`config.mk`:
```
export PLATFORM = sky130hd
export DESIGN_NAME = spi_master
export DESIGN_NICKNAME = d
export VERILOG_FILES = /design/src/rtl/spi_master.sv
export SDC_FILE = /design/constraint.sdc
export NUM_CORES = 1
export LEC_CHECK = 0
export CORE_AREA = 4 4 76 60
export CTS_CLUSTER_SIZE = 40
export DETAILED_ROUTE_END_ITERATION = 10
export DIE_AREA = 0 0 80 64
export PLACE_DENSITY = 0.79
export SYNTH_ARGS = -nofsm -noshare
export SYNTH_HDL_FRONTEND = slang
export SYNTH_SLANG_ARGS = --single-unit
```
`constraint.sdc`:
```
create_clock -name clk -period 5.7 [get_ports clk]
set_input_delay 0.855 -clock clk [delete_from_list [all_inputs] [get_ports clk]]
set_output_delay 0.855 -clock clk [all_outputs]
set_load 0.005 [all_outputs]
```
`src/rtl/spi_master.sv`:
```
// spi_master: byte-oriented SPI master. Serialises in_data onto mosi while
// capturing miso, holding select across bytes until a byte tagged last ends.
// Ports: clk, reset (async, active high); in_data/in_valid/in_last/in_ready
// byte input handshake; out_data/out_valid received byte pulse; busy;
// select/mclk/mosi/miso SPI bus.
// Params: DIV (mclk half-period, 1..255), CPOL (idle level), CPHA.
// Option: define SPI_MASTER_LSBFIRST_EN to shift LSB first (default MSB).

module spi_master #(
    parameter int DIV  = 2,
    parameter bit CPOL = 1'b1,
    parameter bit CPHA = 1'b1
) (
    input  logic       clk,
    input  logic       reset,
    input  logic [7:0] in_data,
    input  logic       in_valid,
    input  logic       in_last,
    output logic       in_ready,
    output logic [7:0] out_data,
    output logic       out_valid,
    output logic       busy,
    output logic       select,
    output logic       mclk,
    output logic       mosi,
    input  logic       miso
);

    localparam logic [2:0] S_IDLE  = 3'd0;
    localparam logic [2:0] S_SETUP = 3'd1;
    localparam logic [2:0] S_SHIFT = 3'd2;
    localparam logic [2:0] S_NEXT  = 3'd3;
    localparam logic [2:0] S_HOLD  = 3'd4;
    localparam logic [2:0] S_GAP   = 3'd5;

    localparam logic [7:0] DIV_LAST = 8'(DIV - 1);

    logic [2:0] r_state;
    logic [7:0] r_div;
    logic [3:0] r_edges;
    logic [7:0] r_tx;
    logic [7:0] r_rx;
    logic       r_last;
    logic       r_fin;
    logic       r_sel;
    logic       r_mclk;
    logic       r_mosi;
    logic [7:0] r_out;
    logic       r_ov;

    logic       w_accept;
    logic       w_tick;
    logic       w_lead;
    logic       w_shift_edge;
    logic       w_sample_edge;
    logic       w_final;
    logic       w_tx_bit;
    logic [7:0] w_tx_shifted;
    logic       w_in_bit;
    logic [7:0] w_in_shifted;
    logic [7:0] w_rx_next;

`ifdef SPI_MASTER_LSBFIRST_EN
    assign w_tx_bit     = r_tx[0];
    assign w_tx_shifted = {1'b0, r_tx[7:1]};
    assign w_in_bit     = in_data[0];
    assign w_in_shifted = {1'b0, in_data[7:1]};
    assign w_rx_next    = {miso, r_rx[7:1]};
`else
    assign w_tx_bit     = r_tx[7];
    assign w_tx_shifted = {r_tx[6:0], 1'b0};
    assign w_in_bit     = in_data[7];
    assign w_in_shifted = {in_data[6:0], 1'b0};
    assign w_rx_next    = {r_rx[6:0], miso};
`endif

    assign in_ready  = ((r_state == S_IDLE) | (r_state == S_NEXT)) & ~reset;
    assign busy      = (r_state != S_IDLE);
    assign select    = r_sel;
    assign mclk      = r_mclk;
    assign mosi      = r_mosi;
    assign out_data  = r_out;
    assign out_valid = r_ov;

    assign w_accept = in_valid & in_ready;
    assign w_tick   = (r_div == DIV_LAST);
    // r_edges counts edges already made; an even count means the edge
    // about to be made is a leading one (mclk leaves its idle level).
    assign w_lead        = ~r_edges[0];
    assign w_shift_edge  = CPHA ? w_lead : ~w_lead;
    assign w_sample_edge = ~w_shift_edge;
    assign w_final       = (r_edges == 4'd15);

    always_ff @(posedge clk or posedge reset) begin
        if (reset) begin
            r_state <= S_IDLE;
            r_div   <= 8'd0;
            r_edges <= 4'd0;
            r_tx    <= 8'd0;
            r_rx    <= 8'd0;
            r_last  <= 1'b0;
            r_fin   <= 1'b0;
            r_sel   <= 1'b0;
            r_mclk  <= CPOL;
            r_mosi  <= 1'b0;
            r_out   <= 8'd0;
            r_ov    <= 1'b0;
        end else begin
            // Byte completion is flagged at the 16th edge and published
            // one cycle later, once the final sample is in r_rx.
            r_ov  <= r_fin;
            r_fin <= 1'b0;
            if (r_fin) begin
                r_out <= r_rx;
            end

            if (w_accept) begin
                r_last <= in_last;
                if (!CPHA) begin
                    // Sample-first mode needs the first bit on the
                    // wire before the leading edge.
                    r_mosi <= w_in_bit;
                    r_tx   <= w_in_shifted;
                end else begin
                    r_tx <= in_data;
                end
            end

            case (r_state)
                S_IDLE: begin
                    if (w_accept) begin
                        r_sel   <= 1'b1;
                        r_div   <= 8'd0;
                        r_edges <= 4'd0;
                        r_state <= S_SETUP;
                    end
                end
                S_NEXT: begin
                    if (w_accept) begin
                        r_div   <= 8'd0;
                        r_edges <= 4'd0;
                        r_state <= S_SHIFT;
                    end
                end
                S_SETUP, S_SHIFT: begin
                    if (w_tick) begin
                        r_div   <= 8'd0;
                        r_mclk  <= ~r_mclk;
                        r_edges <= r_edges + 4'd1;
                        // The 16th edge never shifts: all 8 bits are out.
                        if (w_shift_edge && !w_final) begin
                            r_mosi <= w_tx_bit;
                            r_tx   <= w_tx_shifted;
                        end
                        if (w_sample_edge) begin
                            r_rx <= w_rx_next;
                        end
                        if (w_final) begin
                            r_fin   <= 1'b1;
                            r_state <= r_last ? S_HOLD : S_NEXT;
                        end else begin
                            r_state <= S_SHIFT;
                        end
                    end else begin
                        r_div <= r_div + 8'd1;
                    end
                end
                S_HOLD: begin
                    if (w_tick) begin
                        r_div   <= 8'd0;
                        r_sel   <= 1'b0;
                        r_state <= S_GAP;
                    end else begin
                        r_div <= r_div + 8'd1;
                    end
                end
                S_GAP: begin
                    if (w_tick) begin
                        r_div   <= 8'd0;
                        r_state <= S_IDLE;
                    end else begin
                        r_div <= r_div + 8'd1;
                    end
                end
                default: begin
                    r_state <= S_IDLE;
                end
            endcase
        end
    end

endmodule

```
Yosys cells after proc, flatten, opt, wreduce, memory -nomap -nowiden --
Index checks and enable logic that the tools add are counted. W data, S select, Z words.
Cells by class: add/subtract/negate cells 2, equal/unequal tests 13, muxes and demuxes 24, bitwise operators 6, reductions and logical operators 17
Operators with widths (number):
- $mux W8 | 6
- $mux W3 | 7
- $pmux W8 S2 | 1
- $pmux W3 S5 | 1
- $reduce_and A3 Y1 | 4
- $ne A2 B2 Y1 const B | 5
- $add A8 B1 Y8 const B | 1
- $eq A8 B1 Y1 const B | 1
- $mux W4 | 2
- $pmux W4 S2 | 1
- $eq A3 B2 Y1 const B | 2
- $eq A3 B3 Y1 const B | 2
- $reduce_bool A2 Y1 | 3
- $mux W1 | 5
- $reduce_and A5 Y1 | 1
- $add A4 B1 Y4 const B | 1
- $eq A4 B4 Y1 const B | 1
- $reduce_and A2 Y1 | 2
- $reduce_or A2 Y1 | 2
- $reduce_or A4 Y1 | 1
- $eq A3 B1 Y1 const B | 1
- $logic_not A3 Y1 | 1
- $not A1 Y1 | 3
- $reduce_bool A3 Y1 | 1
- 6 further kinds | 7
Storage, ports and cells: register bits 45, input port bits 13

Logic depth before layout (Yosys ltp) --
Gate-level depths: netlist of run 1.
depth in word-level cells 8, mapped depth 8, mapped depth without buffers 6

Least setup slack after synthesis of run 1 --
Ideal clock, no wire load.
path type reg2reg, start register r_div[1], end register r_mosi, in the netlist mosi, library setup time 125 ps, data arrival time 2454 ps, path slack 3121 ps, stages on the path, launching flop included 9, clock period less this slack 2579 ps, cells stage by stage dfrtp_1 -> inv_1 -> ha_1 -> or4b_1 -> buf_2 -> or4_4 -> or3_1 -> buf_6 -> mux2_4
Between the ends: longest elaborated chain between the ends 2
RTL lines:
- start: declaration | RTL line 39 | logic [7:0] r_div;
- start signal: assignment | RTL line 165 | r_div <= r_div + 8'd1;
- start signal: assignment | RTL line 174 | r_div <= r_div + 8'd1;
- start signal: assignment | RTL line 182 | r_div <= r_div + 8'd1;
- $eq A8 B1 Y1 | RTL line 86 | assign w_tick = (r_div == DIV_LAST);
- $reduce_and A3 Y1 (no line)
- end signal: assignment | RTL line 122 | r_mosi <= w_in_bit;
- end signal: assignment | RTL line 152 | r_mosi <= w_tx_bit;
- end: declaration | RTL line 47 | logic r_mosi;
No other way between the ends. A chain may end at the register's enable or synchronous reset.

Worst setup path after layout of run 1 --
start input port in_valid, end register r_tx[3]
Between the ends: longest elaborated chain between the ends 5
RTL lines:
- start: declaration | RTL line 17 | input logic in_valid,
- $and A1 B1 Y1 * | RTL line 85 | assign w_accept = in_valid & in_ready;
- $mux W8 * | RTL line 117 | if (w_accept) begin
- $mux W8 | RTL line 151 | if (w_shift_edge && !w_final) begin
- $mux W8 | RTL line 146 | if (w_tick) begin
- $mux W8 * | RTL line 129 | case (r_state)
- end signal: assignment | RTL line 123 | r_tx <= w_in_shifted;
- end signal: assignment | RTL line 125 | r_tx <= in_data;
- end signal: assignment | RTL line 153 | r_tx <= w_tx_shifted;
- end: declaration | RTL line 41 | logic [7:0] r_tx;
Every way passes the cells marked *; elsewhere a longest branch is shown, timed or not.

==> results of run 1 <==
[flip-flops by register name (all words and copies together) (netlist names), 3 cells and up]
name,cells
r_rx,8
r_edges,4
r_state,3
r_tx,8
out_data,8
r_div,8
[area by class of cell]
type | count | share of cell area, %
sequential | 45 | 43.3
multi-input combinational | 132 | 38.8
timing repair buffer | 27 | 10.3
clock buffer | 6 | 2.79
tap | 55 | 2.64
clock inverter | 2 | 1.49
inverter | 5 | 0.721
[per-stage QoR]
step,total power [mW],setup WS [ns],instances,area (um2)
after CTS,0.581,2.72,272,2600
after global routing,0.596,2.51,272,2600
after detailed placement,0.343,2.42,264,2490
after floorplan,0.332,3.12,192,2200
after global placement,0.342,2.56,264,2490
final,0.578,2.66,272,2600
[routing by layer]
metal	up-vias	part of all wire [%]
li1	753	-
met2	31	51
met4	0	1.2
met5	-	0
met1	801	44
met3	5	4.1
[worst max-delay path, stage by stage]
cell and delay [ns]:
clkdlybuf4s50_1 0.47, nor3b_1 0.70, nand2_1 0.53, mux2_2 0.42, mux2_4 0.25
[layout by cell type (no fill, tap or decap), types with 2 or more instances in the layout]
cell type        instances
a21oi_1                  8
nor3_1                   2
o211ai_1                 2
clkdlybuf4s50_1         26
or4_1                    3
or3_1                    5
o22ai_1                  2
dfrtp_1                 44
mux2_2                  22
xnor2_1                  2
mux2_1                   2
mux2_4                   8
clkbuf_8                 5
inv_1                    5
mux2i_1                  3
nand3_1                  7
nand2_1                 12
o31ai_1                  4
nand2b_1                 2
nor4_1                   3
nor2_1                   7
ha_1                     3
o21ai_0                 13
a21boi_1                 2
o21ai_1                  2
nand4_1                  2
[cells by family after synthesis]
logic type               count (synthesis)
AND/OR/NAND/NOR                         50
adder cells (fa/ha/maj)                  3
AO/OA/AOI/OAI                           41
flip-flops                              45
multiplexers                            35
XOR/XNOR                                 3
buffers and inverters                   15
[power by group]
| part | total (mW) | internal, mW | leakage, nW | switching [mW] |
|---|---|---|---|---|
| logic | 0.0167 | 0.00830 | 0.526 | 0.00840 |
| clock network | 0.241 | 0.132 | 0.0554 | 0.110 |
| registers | 0.320 | 0.319 | 0.577 | 0.000241 |
[worst paths after layout]
check,cells past startpoint,startpoint,slack (ns),endpoint
setup / recovery,5,in_valid,2.66,r_tx[3]$_DFF_PP0_
hold / removal,1,mclk$_DFFE_PP1P_,0.49,mclk$_DFFE_PP1P_
setup reg to reg,6,r_div[1]$_DFFE_PP0P_,2.80,r_tx[1]$_DFF_PP0_
hold reg to reg,1,mclk$_DFFE_PP1P_,0.49,mclk$_DFFE_PP1P_
max in group asynchronous,3,reset,4.22,mclk$_DFFE_PP1P_
min in group asynchronous,3,reset,1.08,r_div[3]$_DFFE_PP0P_
==> impl_results.md, run 1 <==
- Status: finished clean
- Avg Cell Area, Syn: 11.5 um2
- Met2 GRT Util: 32.3%
- CTS tree: yes
- GP Congestion: 0.892
- Largest net degree at the start of global routing: 46
- Wirelength per Cell: 15.8 um
- Seq cells post-synth: 45
- CTS Root Cell: clkbuf_8
- Routing usage on met3: 4.37%
- Filler cells: 296
- Simple-Gate Fraction of Synth Area: 12.2%
- Area of the multi-input gates: 0.00101 mm2
- Vias in the first global route: 1,682
- WP data arrival: 3.22 ns
- Area growth, synth to finish: 18.2%
- Worst-Margin Slew: 0.844 ns
- CTS Sinks: 45
- Adder-Cell Fraction of Synth Area: 1.70%
- Final hold vios: 0
- Synth area leader: dfrtp_1
- Layout cells sized above 1: 18.9%
- Synth Area in Compound Gates: 11.7%
- Largest family of logic cells by synthesized area: multiplexers
- Pwr dens: 222 mW/mm2
- Worst Setup Start Kind: input port
- Met1 GRT Util: 22.8%
- Peak VDD IR: 127 uV
- Num CTS Buffers: 5
- Relative slew margins: 43.6%
- CTS Hold Bufs: 0
- Post_cts resized: 0
- Row count: 20
- Max Buffers Root-to-Sink: 2
- ANT cells: 0
- TNS Setup: 0 ns
- Initial antenna violation count: 0
- Mapped Area: 0.00220 mm2
- Most frequent cell after synthesis: dfrtp_1
- Post-Syn Nets: 208
- Sequential Area: 0.00113 mm2
- Worst Hold Class: flip-flop to flip-flop
- CP required: 5.89 ns
- Die Wd: 80 um
- GR Overflow Total: 0
- RSZ-0062 raised after global routing: false
- Final WL: 4.30 mm
- Num ports: 27
- Endpoint class of the critical path: flip-flop
- Die height: 64 um
- # DRC: 0
- Final setup violation count: 0
- Register area share after synthesis: 51.2%
- Top post-synthesis cells by area: dfrtp_1 (50%), mux2_2 (11%), mux2_4 (5.5%)
- Ys Warns: 0
- Main synth FF type: dfrtp_1
- Initial core utilization: 56.4%
- PortBufs: 26
- DR iter-0 viols: 57
- Worst Hold Margin: 0.491 ns
- CTS H-tree lvls: 2
- Post-synth ARST share: 100%
- Top cells by count, synth: dfrtp_1 (44), mux2_2 (22), o21ai_0 (13), nand2_1 (12)
- Post-CTS Setup Inserts: 0
- # nets final: 232
- Top-area cell type share of the netlist area: 50.0%
- Post-Syn Instances: 192
- Max Fanout on Critical Path: 13
- Initial DRT Pass Iterations: 4
- Post-DP HPWL: 3.12 mm
- Mux contribution to synthesized area: 19.1%
- Static leakage: 1.16 nW
- Detailed-route via count: 1,590
- Max Fclk: 0.329 GHz
- Worst-path clk slew: 0.08 ns
- Crit path time final: 3.04 ns
- Worst skew pair latency: 0.30 ns
- Via density: 5.85
- Gr usage total: 18.8%
- Core area: 0.00390 mm2
- Most Crowded Layer GR: met2
- Yosys cell types: 45
- Die area: 0.00512 mm2
- ANT nets after route: 0
- Final Cycle Share: 53.3%
- First-pass GRT wire length: 7.54 mm
- Max-cap violations: 0
- Post-synth EDFFs: 0
- WS Path Type: input port to flip-flop
- Fin util: 66.7%
- Xor-xnor portion of the synthesized cell area: 1.19%
- Clock Skew: 0.00486 ns
- Max Slew Vio Count: 0
Note: power is estimated with default switching activity, not from simulation.
==> run 2, diff against run 1 <==
==> config.mk (replaced) <==
export PLATFORM = sky130hd
export DESIGN_NAME = spi_master
export DESIGN_NICKNAME = d
export VERILOG_FILES = /design/src/rtl/spi_master.sv
export SDC_FILE = /design/constraint.sdc
export NUM_CORES = 1
export LEC_CHECK = 0
export CORE_AREA = 4 4 83 66
export CTS_CLUSTER_SIZE = 40
export DETAILED_ROUTE_END_ITERATION = 10
export DIE_AREA = 0 0 87 70
export PLACE_DENSITY = 0.69
export SYNTH_ARGS = -nofsm -noshare
export SYNTH_HDL_FRONTEND = slang
export SYNTH_SLANG_ARGS = --single-unit
==> constraint.sdc (replaced) <==
create_clock -name clk -period 2.57 [get_ports clk]
set_input_delay 0.3855 -clock clk [delete_from_list [all_inputs] [get_ports clk]]
set_output_delay 0.3855 -clock clk [all_outputs]
set_load 0.005 [all_outputs]
==> impl_results.md, run 2 (same netlist as run 1, synthesis figures left out) <==
- Status: finished clean (unchanged)
- Area after DPL: 0.00259 mm2 (was 0.00249 mm2)
- TNS Setup: 0 ns (unchanged)
- Vias in the first global route: 1,629 (was 1,682)
- ANT cells: 0 (unchanged)
- Switching share of total power: 22.7% (was 20.5%)
- GR Overflow Total: 0 (unchanged)
- Layout cells sized above 1: 25.3% (was 18.9%)
- First-pass GRT wire length: 7.48 mm (was 7.54 mm)
- Initial antenna violation count: 0 (unchanged)
- Most Crowded Layer GR: met2 (unchanged)
- Detailed-route via count: 1,576 (was 1,590)
- Final hold vios: 0 (unchanged)
- Post-route cell area: 0.00271 mm2 (was 0.00260 mm2)
- GP Congestion: 0.818 (was 0.892)
- Peak VDD IR: 217 uV (was 127 uV)
- Die area: 0.00609 mm2 (was 0.00512 mm2)
- Die Wd: 87 um (was 80 um)
- Area growth, synth to finish: 22.8% (was 18.2%)
- Logic pwr share: 3.4% (was 2.9%)
- Sequential share of power: 59.4% (was 55.3%)
- Final WL: 4.20 mm (was 4.30 mm)
- Static leakage: 1.21 nW (was 1.16 nW)
- CTS tree: yes (unchanged)
- Post-CTS Setup Inserts: 0 (unchanged)
- Core area: 0.00471 mm2 (was 0.00390 mm2)
- Row count: 22 (was 20)
- RSZ-0062 raised after global routing: false (unchanged)
- CTS Root Cell: clkbuf_8 (unchanged)
- Crit path time final: 2.50 ns
- # nets final: 244 (was 232)
- Gr usage total: 15.5% (was 18.8%)
- Clock Skew: 0.00778 ns (was 0.00486 ns)
- Worst skew pair latency: 0.30 ns (about the same)
- Pwr dens: 441 mW/mm2 (was 222 mW/mm2)
- Most common cell after layout, fill and taps aside: dfrtp_1 (unchanged)
- Clk pwr share: 37.2% (was 41.8%)
- Max Fanout on Critical Path: 4 (was 13)
- Max Fclk: 0.400 GHz
- Worst Setup Start Kind: flip-flop (was input port)
- Pint: 0.923 mW (was 0.459 mW)
- Die height: 70 um (was 64 um)
- NetSw: 0.271 mW (was 0.118 mW)
- Worst-Margin Slew: 0.730 ns (was 0.844 ns)
- CTS H-tree lvls: 2 (unchanged)
- CTS Hold Bufs: 0 (unchanged)
- Final setup violation count: 0 (unchanged)
- Initial DRT Pass Iterations: 4 (unchanged)
- Num ports: 27 (unchanged)
- Worst Hold Margin: 0.487 ns (was 0.491 ns)
- Post_cts resized: 0 (unchanged)
- PortBufs: 26 (unchanged)
- CP required: 2.75 ns (was 5.89 ns)
- Num CTS Buffers: 5 (unchanged)
- # DRC: 0 (unchanged)
- Most frequent cells in the layout: dfrtp_1 (44), clkdlybuf4s50_1 (26), mux2_2 (22), o21ai_0 (13), nand2_1 (11) (was dfrtp_1 (44), clkdlybuf4s50_1 (26), mux2_2 (22), o21ai_0 (13), nand2_1 (12))
- Final Cycle Share: 97.2%
- Relative slew margins: 51.4% (was 43.6%)
- Routing usage on met3: 3.89% (was 4.37%)
- Worst Hold Class: input port to asynchronous set/reset pin (was flip-flop to flip-flop)
- Met2 GRT Util: 23.0% (was 32.3%)
- Worst-path clk slew: 0.09 ns (was 0.08 ns)
- Max Slew Vio Count: 0 (unchanged)
- Largest net degree at the start of global routing: 29 (was 46)
- ANT nets after route: 0 (unchanged)
- WP data arrival: 2.68 ns (was 3.22 ns)
- WS Path Type: flip-flop to flip-flop (was input port to flip-flop)
- Initial core utilization: 46.8% (was 56.4%)
- DR iter-0 viols: 46 (was 57)
- Via density: 5.45 (was 5.85)
- CTS Sinks: 45 (unchanged)
- Max Buffers Root-to-Sink: 2 (unchanged)
- Endpoint class of the critical path: flip-flop (unchanged)
- Met1 GRT Util: 22.1% (was 22.8%)
- Post-DP HPWL: 3.03 mm (was 3.12 mm)
- Max-cap violations: 0 (unchanged)
- Fin util: 57.5% (was 66.7%)
- Wirelength per Cell: 14.5 um (was 15.8 um)
[run 2: cell types whose count changed in the layout (fill, tap and decap cells not counted), sizes merged]
cell and change:
bufinv -1, clkbuf -1, inv -1, buf +12
clkinv +3
[run 2: metrics by stage]
| stage | total power, mW | setup WS [ns] | cells |
|---|---|---|---|
| 3_3_place_gp | 0.765 | 0.105 | 280 |
| 4_1_cts | 1.20 | 0.0209 | 288 |
| 3_5_place_dp | 0.765 | 0.0536 | 280 |
| 6_report | 1.19 | 0.0726 | 289 |
| 5_1_grt | 1.24 | 0.00385 | 289 |
| 2_1_floorplan | 0.736 | -0.00913 | 192 |
[run 2: worst max-delay path, cell delays in order, from the launching register on]
cell and delay, ns:
dfrtp_1 0.41, inv_2 0.07, ha_1 0.13, or4b_4 0.46
or4_4 0.50, or3_4 0.35, buf_2 0.18, mux2_4 0.30
[run 2: power by group through the flow]
stage	registers, mW	logic, mW	clock network [mW]
floorplan	0.723	0.0135	0
global placement	0.723	0.0422	0
detailed placement	0.723	0.0422	0
CTS	0.709	0.0424	0.454
global route	0.709	0.0460	0.487
finish	0.709	0.0407	0.444
[run 2: routing by layer]
metal	share of wire [%]	wire length, um
met5	0	0
met4	1.2	51
met3	3.8	160
met2	44	1840
met1	51	2150
[run 2: worst paths after layout]
| kind | start | end | slack [ns] | depth (start not counted) |
|---|---|---|---|---|
| worst max-delay path | r_div[1]$_DFFE_PP0P_ | r_tx[4]$_DFF_PP0_ | 0.07 | 7 |
| min in group clk | mclk$_DFFE_PP1P_ | mclk$_DFFE_PP1P_ | 0.49 | 1 |
| worst min register to register | mclk$_DFFE_PP1P_ | mclk$_DFFE_PP1P_ | 0.49 | 1 |
| max in group asynchronous | reset | r_rx[7]$_DFFE_PP0P_ | 1.57 | 3 |
| worst max register to register | r_div[1]$_DFFE_PP0P_ | r_tx[4]$_DFF_PP0_ | 0.07 | 7 |
| worst min-delay path | reset | select$_DFFE_PP0P_ | 0.49 | 2 |
[run 2: cell type report]
class                      count  area, um2
multi-input combinational    132       1020
clock buffer                   5       68.8
sequential                    45       1130
tap                           60       75.1
timing repair buffer          39        372
clock inverter                 3       22.5
fill                         382       2000
inverter                       5       18.8
==> run 3, diff against run 2 <==
--- a/config.mk
+++ b/config.mk
@@ -5,10 +5,10 @@
 export SDC_FILE = /design/constraint.sdc
 export NUM_CORES = 1
 export LEC_CHECK = 0
-export CORE_AREA = 4 4 83 66
+export CORE_AREA = 2 2 81 64
 export CTS_CLUSTER_SIZE = 40
 export DETAILED_ROUTE_END_ITERATION = 10
-export DIE_AREA = 0 0 87 70
+export DIE_AREA = 0 0 83 66
 export PLACE_DENSITY = 0.69
 export SYNTH_ARGS = -nofsm -noshare
 export SYNTH_HDL_FRONTEND = slang
==> constraint.sdc (replaced) <==
create_clock -name clk -period 2.2 [get_ports clk]
set_input_delay 0.33 -clock clk [delete_from_list [all_inputs] [get_ports clk]]
set_output_delay 0.33 -clock clk [all_outputs]
set_load 0.005 [all_outputs]
==> impl_results.md, run 3 (same netlist as run 1, synthesis figures left out) <==
- Clock Skew: 0.00541 ns (was 0.00778 ns)
- CTS tree: yes (unchanged)
- Max Fanout on Critical Path: 5 (was 4)
- Max Fclk: 0.405 GHz (was 0.400 GHz)
- WS Path Type: flip-flop to flip-flop (unchanged)
- Die height: 66 um (was 70 um)
- Crit-path slowest cell: or4_4 (unchanged)
- Via density: 5.46 (was 5.45)
- TNS Setup: -2.27 ns (was 0 ns)
- Core area: 0.00471 mm2 (unchanged)
- ANT cells: 0 (unchanged)
- Static leakage: 1.30 nW (was 1.21 nW)
- Final hold vios: 0 (unchanged)
- Pwr dens: 480 mW/mm2 (was 441 mW/mm2)
- Num CTS Buffers: 5 (unchanged)
- First-pass GRT wire length: 7.28 mm (was 7.48 mm)
- Max stage delay on crit path: 0.50 ns (about the same)
- Endpoint class of the critical path: flip-flop (unchanged)
- ANT nets after route: 0 (unchanged)
- CTS H-tree lvls: 2 (unchanged)
- Worst-path clk slew: 0.09 ns (about the same)
- CTS Sinks: 45 (unchanged)
- Initial core utilization: 46.8% (unchanged)
- CTS Root Cell: clkbuf_8 (unchanged)
- Max Buffers Root-to-Sink: 2 (unchanged)
- WP data arrival: 2.66 ns (was 2.68 ns)
- Post-Place Worst Slack: -0.303 ns (was 0.0536 ns)
- Crit path time final: 2.47 ns (was 2.50 ns)
- Area growth, synth to finish: 32.2% (was 22.8%)
- Worst-Margin Slew: 0.557 ns (was 0.730 ns)
- Detailed-route via count: 1,676 (was 1,576)
- PortBufs: 26 (unchanged)
- Total placed cells including tap cells: 295 (was 280)
- Max Slew Vio Count: 0 (unchanged)
- Gr usage total: 17.1% (was 15.5%)
- Status: finished, violations left (was finished clean)
- Final Instance Count excl. Fillers: 307 (was 289)
- Relative slew margins: 62.7% (was 51.4%)
- Layout cells sized above 1: 33.2% (was 25.3%)
- Final Cycle Share: 112% (was 97.2%)
- Largest net degree at the start of global routing: 41 (was 29)
- Most common cell after layout, fill and taps aside: dfrtp_1 (unchanged)
- # nets final: 262 (was 244)
- Worst Setup Start Kind: flip-flop (unchanged)
- DR iter-0 viols: 99 (was 46)
- Worst skew pair latency: 0.30 ns (about the same)
- Die Wd: 83 um (was 87 um)
- Final setup violation count: 10 (was 0)
- Filler cells: 359 (was 382)
- Num ports: 27 (unchanged)
- Crit path cell chain: inv_2, ha_4, or4b_4, or4_4, or3_4, buf_6, mux2_4 (was inv_2, ha_1, or4b_4, or4_4, or3_4, buf_2, mux2_4)
- Vias in the first global route: 1,540 (was 1,629)
- Total Power: 1.40 mW (was 1.19 mW)
- Failing checks: negative setup slack
- Initial DRT Pass Iterations: 4 (unchanged)
- Peak VDD IR: 331 uV (was 217 uV)
- Worst Hold Margin: 0.326 ns (was 0.487 ns)
- Final WL: 4.41 mm (was 4.20 mm)
- # DRC: 0 (unchanged)
- Post-DP HPWL: 3.16 mm (was 3.03 mm)
- CP required: 2.39 ns (was 2.75 ns)
- Most frequent cells in the layout: dfrtp_1 (43), buf_4 (27), clkdlybuf4s50_1 (25), mux2_2 (22), o21ai_0 (13) (was dfrtp_1 (44), clkdlybuf4s50_1 (26), mux2_2 (22), o21ai_0 (13), nand2_1 (11))
- Final Worst Setup Slack: -0.268 ns (was 0.0726 ns)
- GP Congestion: 0.859 (was 0.818)
- Row count: 22 (unchanged)
- GR Overflow Total: 0 (unchanged)
- Worst Hold Class: input port to asynchronous set/reset pin (unchanged)
- Die area: 0.00548 mm2 (was 0.00609 mm2)
- Initial antenna violation count: 0 (unchanged)
- Max-cap violations: 0 (unchanged)
- Wirelength per Cell: 14.4 um (was 14.5 um)
- RSZ-0062 raised after global routing: true (was false)
==> run 3: cell count changes in the layout (fill, tap and decap cells not counted), sizes merged <==
cell,previous run,this run
buf,13,31
clkinv,4,2
inv,4,5
dlymetal6s2s,0,1
clkdlybuf4s50,26,25
clkinvlp,0,1
==> run 3: power breakdown <==
part / total, mW / internal, mW / switching [mW]
Clock: 0.521 / 0.226 / 0.295
Sequential: 0.828 / 0.827 / 0.000796
Combinational: 0.0479 / 0.0251 / 0.0227
==> run 3: metal layers <==
layer | vias up | share of wire [%] | global-route usage [%]
li1 | 817 | - | -
met1 | 810 | 50 | 24.0
met2 | 47 | 44 | 26.1
met3 | 2 | 5.3 | 5.62
met4 | 0 | 0.27 | 3.69
met5 | - | 0 | 0
==> run 3: path summary, 6_finish.rpt <==
path / slack [ns] / start / depth (start not counted) / end
setup / recovery: -0.27 / r_div[1]$_DFFE_PP0P_ / 7 / r_tx[4]$_DFF_PP0_
setup reg to reg: -0.27 / r_div[1]$_DFFE_PP0P_ / 7 / r_tx[4]$_DFF_PP0_
hold reg to reg: 0.49 / mclk$_DFFE_PP1P_ / 1 / mclk$_DFFE_PP1P_
min in group clk: 0.49 / mclk$_DFFE_PP1P_ / 1 / mclk$_DFFE_PP1P_
max in group asynchronous: 1.37 / reset / 3 / mclk$_DFFE_PP1P_
hold / removal: 0.33 / reset / 2 / select$_DFFE_PP0P_
==> run 3: worst max-delay path, delay by kind of cell, from the launching register on <==
family | cells | cell delay [ns]
multiplexers | 1 | 0.30
AND/OR/NAND/NOR | 3 | 1.31
adder cells (fa/ha/maj) | 1 | 0.11
flip-flops | 1 | 0.40
buffers and inverters | 2 | 0.23
==> run 3: timing repair <==
action | in CTS | in global routing
cloned | 1 | 0
pin swaps | 3 | 2
setup endpoints to repair | 20 | 17
gates resized for setup | 12 | 7
setup buffers | 1 | 2
hold buffers | 0 | 0
==> run 3: final cells by class <==
cell class	instances	area, um2	share of cell area [%]
clock buffer	5	68.8	2.36
clock inverter	3	21.3	0.731
inverter	5	18.8	0.645
multi-input combinational	132	1080	37.1
sequential	45	1130	38.8
tap	60	75.1	2.58
timing repair buffer	57	519	17.8
==> run 3: through the flow <==
stage / cell area, um2 / util, %
2_1_floorplan: 2200 / -
3_3_place_gp: 2710 / 57.5
3_5_place_dp: 2710 / 57.5
4_1_cts: 2860 / 60.8
5_1_grt: 2910 / 61.8
6_report: 2910 / 61.8
